`config.mk`:
```
export PLATFORM = sky130hd
export DESIGN_NAME = argmax_cell_flat
export DESIGN_NICKNAME = d
export VERILOG_FILES = /design/src/rtl/argmax_cell_if.sv /design/src/rtl/argmax_cell.sv /design/src/flat_wrapper.sv
export SDC_FILE = /design/constraint.sdc
export NUM_CORES = 1
export LEC_CHECK = 0
export ABC_CLOCK_PERIOD_IN_PS = 3460
export BUFFER_PORTS_ARGS = -buffer_cell sky130_fd_sc_hd__buf_2
export CAP_MARGIN = 20
export CORE_ASPECT_RATIO = 0.75
export CORE_MARGIN = 2
export CORE_UTILIZATION = 50
export DETAILED_ROUTE_END_ITERATION = 10
export PLACE_DENSITY = 0.77
export SYNTH_ARGS = -nofsm -noshare
export SYNTH_HDL_FRONTEND = slang
export SYNTH_SLANG_ARGS = --single-unit
```
`constraint.sdc`:
```
create_clock -name clk -period 3.46 [get_ports clk]
set_input_delay 0.346 -clock clk [delete_from_list [all_inputs] [get_ports clk]]
set_output_delay 0.346 -clock clk [all_outputs]
set_load 0.005 [all_outputs]
```
`src/rtl/argmax_cell_if.sv`:
```
// argmax_cell_if: groups the argmax_cell data paths into one bundle.
//   Input stream (from relu_cell): input_index, input_value, input_enable.
//   Result stream (to readout)   : output_class, output_max, output_valid,
//                                  output_ready (consumer back-pressure).
//   Status                       : overrun, index_error (sticky flags).
// Modports:
//   slave  - the argmax_cell side (consumes the stream, produces results)
//   master - the host/bench side (drives the stream, consumes results)
interface argmax_cell_if #(
  parameter int DATA_WIDTH = 32
);
  logic [DATA_WIDTH-1:0] input_index;
  logic [DATA_WIDTH-1:0] input_value;
  logic                  input_enable;
  logic [DATA_WIDTH-1:0] output_class;
  logic [DATA_WIDTH-1:0] output_max;
  logic                  output_valid;
  logic                  output_ready;
  logic                  overrun;
  logic                  index_error;

  modport slave (
    input  input_index, input_value, input_enable, output_ready,
    output output_class, output_max, output_valid, overrun, index_error
  );

  modport master (
    output input_index, input_value, input_enable, output_ready,
    input  output_class, output_max, output_valid, overrun, index_error
  );
endinterface

```
`src/rtl/argmax_cell.sv`:
```
// argmax_cell: tracks the maximum of each WEIGHT_AMOUNT-long vector of ReLU
// outputs and queues (class, max) results in a 2-entry FIFO for readout.
// Ports:
//   clk    - rising-edge clock
//   rst_n  - asynchronous active-low reset
//   bus    - argmax_cell_if.slave: input stream, result handshake, sticky flags
module argmax_cell #(
  parameter int DATA_WIDTH    = 32,
  parameter int WEIGHT_AMOUNT = 2
) (
  input  logic          clk,
  input  logic          rst_n,
  argmax_cell_if.slave  bus
);

  localparam logic [DATA_WIDTH-1:0] LAST_INDEX = DATA_WIDTH'(WEIGHT_AMOUNT - 1);

  typedef enum logic [1:0] {IDLE, ACCUM, DISCARD} state_t;

  state_t                state_reg;
  logic [DATA_WIDTH-1:0] max_reg;
  logic [DATA_WIDTH-1:0] class_reg;
  logic [DATA_WIDTH-1:0] expected_reg;
  logic                  index_error_reg;

  logic [DATA_WIDTH-1:0] slot_class [2];
  logic [DATA_WIDTH-1:0] slot_max   [2];
  logic [1:0]            count_reg;
  logic                  rd_ptr_reg;
  logic                  wr_ptr_reg;
  logic                  overrun_reg;

  // Sample classification and the candidate running max
  logic                  start;
  logic                  step;
  logic                  bad;
  logic                  complete;
  logic [DATA_WIDTH-1:0] cand_max;
  logic [DATA_WIDTH-1:0] cand_class;

  always_comb begin
    start      = bus.input_enable && (bus.input_index == '0);
    step       = bus.input_enable && (state_reg == ACCUM) &&
                 (bus.input_index != '0) && (bus.input_index == expected_reg);
    // DISCARD silently drops nonzero indices, so only IDLE/ACCUM raise errors
    bad        = bus.input_enable && (bus.input_index != '0) &&
                 ((state_reg == IDLE) ||
                  ((state_reg == ACCUM) && (bus.input_index != expected_reg)));
    cand_max   = max_reg;
    cand_class = class_reg;
    if (start) begin
      cand_max   = bus.input_value;
      cand_class = '0;
    end else if (step && (bus.input_value > max_reg)) begin
      // strict compare: ties keep the earlier (lower) index
      cand_max   = bus.input_value;
      cand_class = bus.input_index;
    end
    complete = (start && (LAST_INDEX == '0)) ||
               (step && (bus.input_index == LAST_INDEX));
  end

  // Vector tracking FSM
  always_ff @(posedge clk or negedge rst_n) begin
    if (!rst_n) begin
      state_reg       <= IDLE;
      max_reg         <= '0;
      class_reg       <= '0;
      expected_reg    <= '0;
      index_error_reg <= 1'b0;
    end else begin
      if (start || step) begin
        max_reg   <= cand_max;
        class_reg <= cand_class;
      end
      if (complete) begin
        state_reg    <= IDLE;
        expected_reg <= '0;
      end else if (start) begin
        state_reg    <= ACCUM;
        expected_reg <= DATA_WIDTH'(1);
      end else if (step) begin
        expected_reg <= expected_reg + DATA_WIDTH'(1);
      end else if (bad) begin
        state_reg       <= DISCARD;
        index_error_reg <= 1'b1;
      end
    end
  end

  // Result FIFO. A push into a full FIFO is still accepted when the head is
  // popped on the same edge: the written slot is the one being vacated.
  logic       pop;
  logic       push_ok;
  logic [1:0] slot_we;

  assign pop     = (count_reg != 2'd0) && bus.output_ready;
  assign push_ok = complete && ((count_reg != 2'd2) || pop);

  for (genvar gi = 0; gi < 2; gi++) begin : g_slot_we
    assign slot_we[gi] = push_ok && (wr_ptr_reg == 1'(gi));
  end

  always_ff @(posedge clk or negedge rst_n) begin
    if (!rst_n) begin
      for (int i = 0; i < 2; i++) begin
        slot_class[i] <= '0;
        slot_max[i]   <= '0;
      end
    end else begin
      for (int i = 0; i < 2; i++) begin
        if (slot_we[i]) begin
          slot_class[i] <= cand_class;
          slot_max[i]   <= cand_max;
        end
      end
    end
  end

  always_ff @(posedge clk or negedge rst_n) begin
    if (!rst_n) begin
      count_reg   <= 2'd0;
      rd_ptr_reg  <= 1'b0;
      wr_ptr_reg  <= 1'b0;
      overrun_reg <= 1'b0;
    end else begin
      if (push_ok) wr_ptr_reg <= ~wr_ptr_reg;
      if (pop)     rd_ptr_reg <= ~rd_ptr_reg;
      if (push_ok && !pop)      count_reg <= count_reg + 2'd1;
      else if (!push_ok && pop) count_reg <= count_reg - 2'd1;
      if (complete && !push_ok) overrun_reg <= 1'b1;
    end
  end

  assign bus.output_valid = (count_reg != 2'd0);
  assign bus.output_class = bus.output_valid ? slot_class[rd_ptr_reg] : '0;
  assign bus.output_max   = bus.output_valid ? slot_max[rd_ptr_reg]   : '0;
  assign bus.overrun      = overrun_reg;
  assign bus.index_error  = index_error_reg;

endmodule

```
`src/flat_wrapper.sv`:
```
// flat-port wrapper written by rule: the top's interface ports become plain ports
module argmax_cell_flat 
#(
  parameter int DATA_WIDTH    = 32,
  parameter int WEIGHT_AMOUNT = 2
)
  (clk, rst_n, bus_input_index, bus_input_value, bus_input_enable, bus_output_ready, bus_output_class, bus_output_max, bus_output_valid, bus_overrun, bus_index_error);
  argmax_cell_if #(.DATA_WIDTH(DATA_WIDTH)) bus_i ();
  input  logic clk;
  input  logic rst_n;
  input wire logic [$bits(bus_i.input_index)-1:0] bus_input_index;
  input wire logic [$bits(bus_i.input_value)-1:0] bus_input_value;
  input wire logic [$bits(bus_i.input_enable)-1:0] bus_input_enable;
  input wire logic [$bits(bus_i.output_ready)-1:0] bus_output_ready;
  output wire logic [$bits(bus_i.output_class)-1:0] bus_output_class;
  output wire logic [$bits(bus_i.output_max)-1:0] bus_output_max;
  output wire logic [$bits(bus_i.output_valid)-1:0] bus_output_valid;
  output wire logic [$bits(bus_i.overrun)-1:0] bus_overrun;
  output wire logic [$bits(bus_i.index_error)-1:0] bus_index_error;
  assign bus_i.input_index = bus_input_index;
  assign bus_i.input_value = bus_input_value;
  assign bus_i.input_enable = bus_input_enable;
  assign bus_i.output_ready = bus_output_ready;
  assign bus_output_class = bus_i.output_class;
  assign bus_output_max = bus_i.output_max;
  assign bus_output_valid = bus_i.output_valid;
  assign bus_overrun = bus_i.overrun;
  assign bus_index_error = bus_i.index_error;
  argmax_cell #(.DATA_WIDTH(DATA_WIDTH), .WEIGHT_AMOUNT(WEIGHT_AMOUNT)) u_core (.clk(clk), .rst_n(rst_n), .bus(bus_i));
endmodule
```
# Yosys cells after proc, flatten, opt, wreduce, memory -nomap -nowiden
# Cells that the tools add are included.
word_totals:
  register_bits: 232
  in_bits: 68
  output_inout_bits: 67
  elab_cells: 81
classes:
  addsub: 3
  magnitude_cmp: 2
  eq_ne: 6
  mux: 21
  n_bitwise: 6
  n_reduce_logical: 30
op_table:
  columns: ["cell", "n"]
  rows:
  - ["$mux W32", 15]
  - ["$add A32 B1 Y32 const B", 1]
  - ["$eq A32 B1 Y1 const B", 1]
  - ["$eq A32 B32 Y1", 1]
  - ["$gt A32 B32 Y1", 1]
  - ["$logic_not A32 Y1", 1]
  - ["$ne A32 B32 Y1", 1]
  - ["$reduce_bool A32 Y1", 1]
  - ["$logic_and A1 B1 Y1", 16]
  - ["$mux W2", 6]
  - ["$reduce_bool A3 Y1", 2]
  - ["$not A1 Y1", 5]
  - ["$reduce_and A4 Y1", 1]
  - ["$reduce_bool A2 Y1", 2]
  - ["$logic_or A1 B1 Y1", 3]
  - ["$ne A3 B2 Y1 const B", 1]
  - ["$add A2 B1 Y2 const B", 1]
  - ["$eq A2 B1 Y1 const B", 1]
  - ["$ge A2 B2 Y1 const B", 1]
  - ["$logic_not A1 Y1", 2]
  - ["$logic_not A2 Y1", 1]
  - ["$ne A2 B2 Y1 const B", 1]
  - ["$not A1 Y2", 1]
  - ["$reduce_and A2 Y1", 1]
  - ["$sub A2 B1 Y2 const B", 1]

# Logic depth before layout (Yosys ltp)
# Gate-level depths: netlist of the first run.
logic_depth:
  ltp_word: 10
  mapped_depth: 11
  mapped_depth_nobuf: 9

# Worst setup path before layout of the first run
# Ideal clock, no wire load.
synth_path:
  kind: "register to register"
  startpoint: "register u_core.max_reg[31]"
  endpoint: "register u_core.slot_class[23] (netlist name)"
  setup_time_ns: 0.128
  arrival_time_ns: 2.598
  required_time_ns: 3.332
  setup_slack_ns: 0.734
  path_stages_with_launch: 12
  n_path_buf: 2
  synth_period_minus_slack_ns: 2.726
  path_cell_list: "dfrtp_1 -> inv_1 -> ha_1 -> nand4_1 -> or3_1 -> nor2_1 -> o41ai_1 -> a2111oi_1 -> buf_2 -> buf_2 -> mux2i_1 -> a21oi_1"
synth_between:
  elab_chain_cells: 4
synth_rtl:
  columns: ["element", "line_no", "source"]
  rows:
  - ["start: declaration", "argmax_cell.sv:21", "logic [DATA_WIDTH-1:0] max_reg;"]
  - ["start signal: assignment", "argmax_cell.sv:73", "max_reg <= cand_max;"]
  - ["$gt A32 B32 Y1", "argmax_cell.sv:54", "end else if (step && (bus.input_value > max_reg)) begin"]
  - ["$logic_and A1 B1 Y1", "argmax_cell.sv:54", null]
  - ["$mux W32", "argmax_cell.sv:54", null]
  - ["$mux W32", "argmax_cell.sv:51", "if (start) begin"]
  - ["end signal: indexed assignment", "argmax_cell.sv:113", "slot_class[i] <= cand_class;"]
  - ["end: declaration", "argmax_cell.sv:26", "logic [DATA_WIDTH-1:0] slot_class [2];"]
# No other way between the ends.
# A chain may end at the register's enable or synchronous reset.

# Final worst setup path of the first run
layout_path:
  startpoint: "register u_core.max_reg[14]"
  endpoint: "register u_core.slot_max[48] (netlist name)"
layout_between:
  elab_chain_cells: 4
layout_rtl:
  columns: ["element", "line_no", "source"]
  rows:
  - ["$gt A32 B32 Y1", "argmax_cell.sv:54", null]
  - ["$logic_and A1 B1 Y1", "argmax_cell.sv:54", null]
  - ["$mux W32", "argmax_cell.sv:54", null]
  - ["$mux W32", "argmax_cell.sv:51", null]
  - ["end signal: indexed assignment", "argmax_cell.sv:114", "slot_max[i] <= cand_max;"]
  - ["end: declaration", "argmax_cell.sv:27", "logic [DATA_WIDTH-1:0] slot_max [2];"]
# No other way between the ends.

==> flow_metrics.tcl, run 1 <==
set metrics [dict create \
    worstPathArrival_ns 3.66 \
    crit_type "flip-flop to flip-flop" \
    placement.io_buffers 134 \
    cap_violations 0 \
    via_count_of_the_first_global_routing_pass 9343 \
    clk_transition_reported_paths_ns 0.06 \
    cp-end-kind "flip-flop" \
    mapped_cell_area_um2 11900 \
    most_used_flip_flop_cell_after_synthesis "sky130_fd_sc_hd__dfrtp_1" \
    final.setup.tns_ns 0 \
    synthesis.nets 1355 \
    power-per-cell-area_nw_per_um2 403 \
    critical_path.top_delay_family "compound AO/OA/AOI/OAI gates" \
    cts_tree "built" \
    gp_routability_congestion 0.936 \
    layout.nets 1473 \
    asyncSetResetFlopFracSynth 1.00 \
    power.leakage_uw 0.00630 \
    worst_skew_pair.late_latency_ns 0.53 \
    hold_path_class "input pin to flip-flop" \
    cp_data_required_time_ns 3.89 \
    setup_viol_count_final 0 \
    ctsLongestPathBuffers 3 \
    largest_registers "u_core.slot_class: 64 flops, u_core.slot_max: 64 flops" \
    core-area_um2 23200 \
    design.portCount 135 \
    routedWlPerCell_um 18.6 \
    placed_cell_area_um2 13000 \
    headroom_to_the_max_slew_limit 0.346 \
    worst_slew_pin_slew_ns 0.981 \
    groute.usage.overall 0.251 \
    final-hold-violation-count 0 \
    initial_standard_cell_utilization_of_the_core 0.514 \
    die_y_um 138 \
    ir_drop_v 0.000366 \
    numClockSinks 232 \
    htreeDepth 1 \
    drt_drc_violations_left 0 \
    timing_max_transition_violations_final 0 \
    layout-drive-gt1-share 0.182 \
    synth.top_cells.by_area "sky130_fd_sc_hd__dfrtp_1 (49%), sky130_fd_sc_hd__mux2i_1 (7.9%), sky130_fd_sc_hd__nor2_1 (7.4%)" \
    via_count 9838 \
    cp-start-kind "flip-flop" \
    syn_avg_cell_area_um2 9.51 \
    critPathMaxFanout 34 \
    min_period_over_period 0.934 \
    dpl.cell_count 1643 \
    drtPass1Iterations 5 \
    outcome "finished clean" \
    grt_start_max_net_pins 124 \
    avgViaCountPerCell 5.82 \
    total_cts_buffers 24 \
    antenna_found_initial 6 \
    syn2layout_area_growth_pct 15.6 \
    post-synth-top-area-fraction 0.487 \
    grt_pass1_wl_um 49700 \
    first_iter_violations 1016 \
    yosys_warnings 0 \
    worst_slack_on_hold_paths_ns 0.135 \
    chipWidth_um 182 \
    post_synth_num_cell_types 59 \
    critical_path_buffers_and_inverters 1 \
    register_area_share_after_synthesis 0.487 \
    antenna_left 0 \
    rsz0062_at_grt "no" \
    place_hpwl_um 21700 \
    cts.root.buffer_cell "sky130_fd_sc_hd__clkbuf_16" \
    post-route-min-period_ns 3.23 \
    number_of_flops_mapped_to_enable_cells_by_yosys 0 \
    die-area_um2 25100 \
    fillerInstances 1962 \
    final_area_um2 13800 \
    routed_wl_um 31500 \
    grt_remaining_overflow 0 \
    timing.critical_path.cells "inv_1, ha_1, a21oi_1, nand2_1, a21o_1, o41ai_1, a211o_2, nand3_2, a31oi_1" \
    syn-instance-count 1253 \
    fp-row-count 48 \
    layout_setup_ws_ns 0.229 \
    layout_common_cells "sky130_fd_sc_hd__nor2_1 (233), sky130_fd_sc_hd__dfrtp_1 (231), sky130_fd_sc_hd__buf_2 (133)" \
    final_common_cell "sky130_fd_sc_hd__nor2_1" \
    placement_stage_worst_setup_slack_ns 0.0614 \
    clock_skew_ns 0.0108 \
    crit_slowest_cell "sky130_fd_sc_hd__a211o_2" \
    synth_top_cell_by_area "sky130_fd_sc_hd__dfrtp_1" \
    slowest_delay_ns 0.88 \
    ys_ff_latch 232 \
    finalNonFillerCells 1691 \
    achievable_freq_mhz 309 \
]
cells by family after synthesis:
kind of cell,count (synthesis),synth area share
DFF,232,0.487
and+or+nand+nor,477,0.202
buffers and inverters,122,0.0456
xor gates and xnor gates,44,0.0323
adders and majority gates,34,0.0357
muxes,95,0.0799
AOI/OAI and AO/OA,249,0.117
metal layers:
metal | up-vias | share of wire | GRT usage
li1 | 4611 | - | -
met1 | 4774 | 0.46 | 0.373
met2 | 384 | 0.43 | 0.377
met3 | 63 | 0.085 | 0.0500
met4 | 6 | 0.022 | 0.0636
met5 | - | 0.0011 | 0
worst min-delay path: stages:
cell	delay, ns
sky130_fd_sc_hd__buf_2	0.14
sky130_fd_sc_hd__nand2_1	0.07
sky130_fd_sc_hd__o21ai_0	0.07
through the flow:
stage | util | total power (µW)
2_1_floorplan | - | 2830
3_3_place_gp | 0.559 | 2990
3_5_place_dp | 0.559 | 2990
4_1_cts | 0.593 | 5570
5_1_grt | 0.594 | 5710
6_report | 0.594 | 5550
Yosys cell counts (9+ instances only):
master	count
sky130_fd_sc_hd__xor2_1	29
sky130_fd_sc_hd__mux2i_1	94
sky130_fd_sc_hd__o21ai_0	75
sky130_fd_sc_hd__nor3_1	21
sky130_fd_sc_hd__buf_2	26
sky130_fd_sc_hd__xnor2_1	15
sky130_fd_sc_hd__nor2_1	235
sky130_fd_sc_hd__and3_1	9
sky130_fd_sc_hd__dfrtp_1	232
sky130_fd_sc_hd__nand4_1	14
sky130_fd_sc_hd__nand3_1	21
sky130_fd_sc_hd__ha_1	34
sky130_fd_sc_hd__or3_1	9
sky130_fd_sc_hd__nand2_1	75
sky130_fd_sc_hd__inv_1	49
sky130_fd_sc_hd__nor4_1	15
sky130_fd_sc_hd__a31oi_1	64
sky130_fd_sc_hd__clkbuf_1	33
sky130_fd_sc_hd__a21oi_1	80
sky130_fd_sc_hd__nand3_2	28
power by group:
part           switching, µW  total (µW)  internal, µW
Sequential              1.12        2720          2710
Combinational            149         224          75.6
Clock                   1100        2610          1510
Total                   1250        5550          4300
worst paths after layout:
path / cells past startpoint / startpoint / end / slack [ns]
worst min-delay path: 3 / bus_input_index[2] / u_core.class_reg[2] / 0.13
worst max register to register: 9 / u_core.max_reg[14] / u_core.slot_max[48] / 0.23
worst min register to register: 1 / u_core.bus.index_error / u_core.bus.index_error / 0.48
max in group asynchronous: 3 / rst_n / u_core.slot_class[40] / 1.96
min in group asynchronous: 2 / rst_n / u_core.slot_max[19] / 0.50
worst max-delay path: 9 / u_core.max_reg[14] / u_core.slot_max[48] / 0.23
layout make-up:
class                      count  area (µm²)  area share
clock inverter                 8         106     0.00772
timing repair buffer         165        1000      0.0729
multi-input combinational    899        5610       0.407
antenna                        4        10.0    0.000727
tap                          300         375      0.0273
sequential                   232        5810       0.422
inverter                      49         184      0.0134
clock buffer                  34         678      0.0492
timing repair:
action | in CTS | in global routing
setup buffers | 0 | 1
hold buffers | 1 | 0
hold endpoints to repair | 98 | 0
endpoints found under the setup margin | 0 | 27
resized for setup | 0 | 2
(Power assumes the default switching activity.)
==> run 2, diff against run 1 <==
--- a/config.mk
+++ b/config.mk
@@ -5,6 +5,7 @@
 export SDC_FILE = /design/constraint.sdc
 export NUM_CORES = 1
 export LEC_CHECK = 0
+export ABC_AREA = 1
 export ABC_CLOCK_PERIOD_IN_PS = 3460
 export BUFFER_PORTS_ARGS = -buffer_cell sky130_fd_sc_hd__buf_2
 export CAP_MARGIN = 20
@@ -12,7 +13,7 @@
 export CORE_MARGIN = 2
 export CORE_UTILIZATION = 50
 export DETAILED_ROUTE_END_ITERATION = 10
-export PLACE_DENSITY = 0.77
+export PLACE_DENSITY = 0.76
 export SYNTH_ARGS = -nofsm -noshare
 export SYNTH_HDL_FRONTEND = slang
 export SYNTH_SLANG_ARGS = --single-unit
==> flow_metrics.tcl, run 2 <==
set metrics [dict create \
    synth_most_common_cell "sky130_fd_sc_hd__nand2_1" \
    post-synth-top-area-fraction 0.444 \
    gp_routability_congestion 1.04 \
    fillerInstances 2427 \
    layout-drive-gt1-share 0.123 \
    via_count_of_the_first_global_routing_pass 11800 \
    setup_viol_count_final 0 \
    routedWlPerCell_um 17.7 \
    ys_ff_latch 232 \
    cp_data_required_time_ns 3.88 \
    drtPass1Iterations 5 \
    routed_wl_um 39800 \
    synthesis.nets 1882 \
    ctsLongestPathBuffers 3 \
    rsz0062_at_grt "no" \
    critical_path_buffers_and_inverters 3 \
    critical_path.top_delay_family "simple AND/OR/NAND/NOR gates" \
    achievable_freq_mhz 336 \
    via_count 12400 \
    min_period_over_period 0.860 \
    grt_start_max_net_pins 114 \
    utilization 0.578 \
    seq_power_share 0.438 \
    register_area_share_after_synthesis 0.444 \
    cap_violations 0 \
    yosys_warnings 0 \
    cts.root.buffer_cell "sky130_fd_sc_hd__clkbuf_16" \
    asyncSetResetFlopFracSynth 1.00 \
    clock_skew_ns 0.0218 \
    drt_drc_violations_left 0 \
    syn-instance-count 1780 \
    post-route-min-period_ns 2.97 \
    ir_drop_v 0.000582 \
    crit_slowest_cell "sky130_fd_sc_hd__nor3_1" \
    final_area_um2 14900 \
    clk_transition_reported_paths_ns 0.06 \
    final-hold-violation-count 0 \
    htreeDepth 1 \
    switchingPower_uw 1780 \
    diodes_inserted 0 \
    die_y_um 144 \
    power.share.clock 0.432 \
    mapped_cell_area_um2 13100 \
    largest_registers "u_core.slot_class: 64 flops, u_core.slot_max: 64 flops" \
    hold_path_class "input pin to flip-flop" \
    outcome "finished clean" \
    power.combinational.fraction 0.130 \
    internal-power_uw 4500 \
    first_iter_violations 1340 \
    final.setup.tns_ns 0 \
    post_synth_most_frequent_cells "sky130_fd_sc_hd__nand2_1 (661), sky130_fd_sc_hd__dfrtp_1 (232), sky130_fd_sc_hd__nand3_1 (199)" \
    grt_pass1_wl_um 63900 \
    grt_remaining_overflow 0 \
    groute.usage.overall 0.295 \
    number_of_flops_mapped_to_enable_cells_by_yosys 0 \
    worst_skew_pair.late_latency_ns 0.53 \
    total_cts_buffers 25 \
    worst_slew_pin_slew_ns 0.915 \
    final_common_cell "sky130_fd_sc_hd__nand2_1" \
    timing.critical_path.cells "inv_1, ha_1, nand2_1, nor2_1, inv_1, nor3_1, nand2_1, nand2_1, nand3_1, nand2_1, buf_4, nand2_1, and2_1" \
    avgViaCountPerCell 5.52 \
    slowest_delay_ns 0.45 \
    design.portCount 135 \
    resize_count_post_cts 0 \
    power_switching_share 0.283 \
    post_synth_num_cell_types 39 \
    placed_cell_area_um2 14100 \
    syn2layout_area_growth_pct 14.3 \
    power.leakage_uw 0.00836 \
    die-area_um2 27500 \
    cp-end-kind "flip-flop" \
    place_hpwl_um 27600 \
    path_common_cell "sky130_fd_sc_hd__nand2_1" \
    worstPathArrival_ns 3.39 \
    cts_tree "built" \
    layout_common_cells "sky130_fd_sc_hd__nand2_1 (661), sky130_fd_sc_hd__dfrtp_1 (231), sky130_fd_sc_hd__nand3_1 (199)" \
    power-per-cell-area_nw_per_um2 420 \
    antenna_found_initial 0 \
    syn_avg_cell_area_um2 7.35 \
    synth.top_cells.by_area "sky130_fd_sc_hd__dfrtp_1 (44%), sky130_fd_sc_hd__nand2_1 (19%), sky130_fd_sc_hd__nand3_1 (7.6%)" \
    core-area_um2 25800 \
    multi_input_comb_area_um2 6260 \
    numClockSinks 232 \
    headroom_to_the_max_slew_limit 0.390 \
    synth_top_cell_by_area "sky130_fd_sc_hd__dfrtp_1" \
    chipWidth_um 191 \
    most_used_flip_flop_cell_after_synthesis "sky130_fd_sc_hd__dfrtp_1" \
    fp-row-count 51 \
    antenna_left 0 \
    critPathMaxFanout 32 \
    placement.io_buffers 134 \
    crit_type "flip-flop to flip-flop" \
    initial_standard_cell_utilization_of_the_core 0.506 \
    layout.nets 1989 \
    cp-start-kind "flip-flop" \
    area.sequential_um2 5810 \
    timing_max_transition_violations_final 0 \
]
-- run 2: changes by cell type in the layout (fill, tap and decap cells not counted), moves of 19 or more --
cell	change
sky130_fd_sc_hd__and2_1	+31
sky130_fd_sc_hd__nand3_1	+178
sky130_fd_sc_hd__nand4_1	+41
sky130_fd_sc_hd__nand2_1	+587
sky130_fd_sc_hd__a31oi_1	-64
sky130_fd_sc_hd__a21oi_1	+35
sky130_fd_sc_hd__nand3_2	-26
sky130_fd_sc_hd__o22ai_1	+28
sky130_fd_sc_hd__nor2_1	-171
sky130_fd_sc_hd__inv_2	+19
sky130_fd_sc_hd__o21ai_0	-58
sky130_fd_sc_hd__mux2i_1	-93
sky130_fd_sc_hd__inv_1	+92
-- run 2: worst register-to-register path: cells and delay by family (launching register included) --
kind          cells  cell delay, ns
buf+inv           3            0.52
simple gates      9            1.73
flops             1            0.33
fa+ha+maj         1            0.30
-- run 2: final timing paths --
kind	depth (start not counted)	end	slack [ns]	from
max in group asynchronous	3	u_core.slot_max[20]	2.01	rst_n
worst max register to register	13	u_core.max_reg[17]	0.49	u_core.max_reg[23]
worst min register to register	2	u_core.slot_max[36]	0.48	u_core.slot_max[36]
min in group asynchronous	2	u_core.expected_reg[20]	0.49	rst_n
worst max-delay path	13	u_core.max_reg[17]	0.49	u_core.max_reg[23]
worst min-delay path	3	u_core.class_reg[27]	0.17	bus_input_index[27]
-- run 2: timing repair --
item | CTS | global route
hold buffers | 1 | 0
buffers inserted | 0 | 0
endpoints found under the hold margin | 110 | 0
-- run 2: power by group through the flow --
stage	logic, µW	registers [µW]	clock network, µW
4_1_cts	807	2750	2740
5_1_grt	875	2760	2850
6_report	814	2750	2710
2_1_floorplan	433	2790	0
3_3_place_gp	803	2800	0
3_5_place_dp	801	2800	0
-- run 2: routing by layer --
| layer | wire, µm | track usage | part of all wire |
|---|---|---|---|
| met4 | 1030 | 0.0800 | 0.026 |
| met1 | 18000 | 0.434 | 0.45 |
| met2 | 17100 | 0.437 | 0.43 |
| met3 | 3710 | 0.0660 | 0.093 |
| met5 | 0 | 0 | 0 |
-- run 2: logic make-up after synthesis --
family / share of synthesized area
AOI/OAI and AO/OA: 0.0682
xor gates and xnor gates: 0.0247
adders and majority gates: 0.0325
buffers and inverters: 0.0780
DFF: 0.444
and+or+nand+nor: 0.353
-- run 2: cell type report --
type                       instances  area share
tap                              344      0.0288
timing repair buffer             166      0.0693
clock buffer                      37      0.0489
multi-input combinational       1302       0.419
sequential                       232       0.388
inverter                         160      0.0402
clock inverter                     6     0.00578
-- run 2: through the flow --
| stage | power [µW] | hold WS, ns | std cells | worst slack, ns |
|---|---|---|---|---|
| final | 6280 | 0.172 | 2247 | 0.486 |
| after global routing | 6480 | 0.183 | 2247 | 0.357 |
| after CTS | 6300 | 0.169 | 2247 | 0.609 |
| after detailed placement | 3610 | 0.465 | 2203 | 0.565 |
| after global placement | 3610 | 0.456 | 2203 | 0.661 |
| after floorplan | 3230 | 0.0504 | 1780 | 1.37 |
==> run 3, diff against run 2 <==
--- a/config.mk
+++ b/config.mk
@@ -6,10 +6,10 @@
 export NUM_CORES = 1
 export LEC_CHECK = 0
 export ABC_AREA = 1
-export ABC_CLOCK_PERIOD_IN_PS = 3460
+export ABC_CLOCK_PERIOD_IN_PS = 3400
 export BUFFER_PORTS_ARGS = -buffer_cell sky130_fd_sc_hd__buf_2
 export CAP_MARGIN = 20
-export CORE_ASPECT_RATIO = 0.75
+export CORE_ASPECT_RATIO = 1.5
 export CORE_MARGIN = 2
 export CORE_UTILIZATION = 50
 export DETAILED_ROUTE_END_ITERATION = 10
==> constraint.sdc (replaced) <==
create_clock -name clk -period 3.4 [get_ports clk]
set_input_delay 0.34 -clock clk [delete_from_list [all_inputs] [get_ports clk]]
set_output_delay 0.34 -clock clk [all_outputs]
set_load 0.005 [all_outputs]
==> flow_metrics.tcl, run 3 (synthesized netlist as in run 2, its figures left out) <==
set metrics [dict create \
    numClockSinks 232 \
    grt_pass1_wl_um 64300 \
    post-route-min-period_ns 2.71 \
    place_hpwl_um 28400 \
    syn2layout_area_growth_pct 13.7 \
    crit_slowest_cell "sky130_fd_sc_hd__buf_4" \
    routedWlPerCell_um 18.0 \
    critical_path.top_delay_family "simple AND/OR/NAND/NOR gates" \
    ir_drop_v 0.000380 \
    critPathMaxFanout 32 \
    grt_start_max_net_pins 92 \
    resize_count_post_cts 0 \
    top_signal_layer_used "met4" \
    die_y_um 202 \
    first_iter_violations 1081 \
    die-area_um2 27500 \
    setup_viol_count_final 0 \
    drt-met1-wl_um 15500 \
    rsz0062_at_grt "no" \
    worstPathArrival_ns 3.11 \
    htreeDepth 1 \
    layout-drive-gt1-share 0.122 \
    outcome "finished clean" \
    route.met2.wl_um 20600 \
    critical_path_buffers_and_inverters 3 \
    headroom_to_the_max_slew_limit 0.417 \
    avgViaCountPerCell 5.58 \
    cp-start-kind "flip-flop" \
    hold_path_class "input pin to flip-flop" \
    timing.critical_path.cells "inv_1, ha_1, nand2_1, nor2_1, inv_1, nor3_1, nand2_1, nand2_1, nand3_1, nand2_1, buf_4, nand2_1, nand3_1, nand2_1" \
    power-per-cell-area_nw_per_um2 430 \
    antenna_found_initial 0 \
    drt_drc_violations_left 0 \
    final.setup.tns_ns 0 \
    antenna_left 0 \
    fp-row-count 72 \
    timing_max_transition_violations_final 0 \
    via_count 12500 \
    final-hold-violation-count 0 \
    core-area_um2 25800 \
    met3WireLength_um 2400 \
    path_common_cell "sky130_fd_sc_hd__nand2_1" \
    total_cts_buffers 24 \
    chipWidth_um 136 \
    drtPass1Iterations 5 \
    via_count_of_the_first_global_routing_pass 12400 \
    routed_wl_um 40300 \
    grt_remaining_overflow 0 \
    cp-end-kind "flip-flop" \
    groute.usage.overall 0.296 \
    placement.io_buffers 134 \
    cts_tree "built" \
    design.portCount 135 \
    cts.root.buffer_cell "sky130_fd_sc_hd__clkbuf_16" \
    gp_routability_congestion 0.981 \
    fillerInstances 2412 \
    clk_transition_reported_paths_ns 0.06 \
    worst_skew_pair.late_latency_ns 0.53 \
    cp_data_required_time_ns 3.81 \
    crit_type "flip-flop to flip-flop" \
    slowest_delay_ns 0.40 \
    initial_standard_cell_utilization_of_the_core 0.508 \
    power.total_uw 6390 \
    diodes_inserted 0 \
    utilization 0.577 \
    final_common_cell "sky130_fd_sc_hd__nand2_1" \
    largest_registers "u_core.slot_class: 64 flops, u_core.slot_max: 64 flops" \
    cap_violations 0 \
    layout.nets 1987 \
    ctsLongestPathBuffers 3 \
    clock_skew_ns 0.0203 \
    achievable_freq_mhz 369 \
    min_period_over_period 0.797 \
    power.leakage_uw 0.00833 \
    layout_common_cells "sky130_fd_sc_hd__nand2_1 (661), sky130_fd_sc_hd__dfrtp_1 (231), sky130_fd_sc_hd__nand3_1 (199)" \
    worst_slew_pin_slew_ns 0.867 \
]
[run 3: worst reg2reg max path: cells and delay by family, from the launching register on]
family                   cells  cell delay (ns)
flip-flops                   1             0.33
buffers and inverters        3             0.53
AND/OR/NAND/NOR             10             1.45
adder cells (fa/ha/maj)      1             0.28
[run 3: metal layers]
layer  vias to the layer above  track usage
li1                       5970            -
met2                       478        0.520
met1                      5935        0.368
met4                         0        0.123
met5                         -            0
met3                       104       0.0288
[run 3: final cells by class]
| cell class | count | area [µm²] | share of cell area |
|---|---|---|---|
| Clock buffer | 37 | 699 | 0.0470 |
| Clock inverter | 7 | 124 | 0.00833 |
| Inverter | 160 | 601 | 0.0404 |
| Multi-Input combinational cell | 1302 | 6260 | 0.421 |
| Sequential cell | 232 | 5810 | 0.390 |
| Tap cell | 333 | 417 | 0.0280 |
| Timing Repair Buffer | 165 | 966 | 0.0650 |
[run 3: final timing paths]
| check | start | end | slack, ns | cells after the start |
|---|---|---|---|---|
| max in group asynchronous | rst_n | u_core.slot_max[61] | 2.03 | 3 |
| max | u_core.max_reg[23] | u_core.slot_max[33] | 0.69 | 14 |
| max reg2reg | u_core.max_reg[23] | u_core.slot_max[33] | 0.69 | 14 |
| min in group asynchronous | rst_n | u_core.max_reg[6] | 0.43 | 2 |
| min reg2reg | u_core.bus.index_error | u_core.bus.index_error | 0.47 | 2 |
| min | bus_output_ready | u_core.rd_ptr_reg | 0.14 | 3 |
[run 3: through the flow]
step                      setup WS, ns  instances  hold slack [ns]  cell area, µm²
after floorplan                   1.31       1780           0.0444           13100
final                            0.692       2236            0.139           14900
after global routing             0.442       2236            0.156           14900
after CTS                        0.702       2236            0.133           14900
after detailed placement         0.624       2191            0.421           14000
after global placement           0.633       2191            0.419           14000
[run 3: timing repair]
item / 4_1_cts / 5_1_grt
hold endpoints to repair: 88 / 0
hold buffers: 1 / 0
setup buffers: 0 / 0
[run 3: report_power, final]
| group | total (µW) | switching [µW] | internal (µW) |
|---|---|---|---|
| clock | 2760 | 1120 | 1650 |
| sequential | 2800 | 21.5 | 2780 |
| combinational | 828 | 652 | 177 |
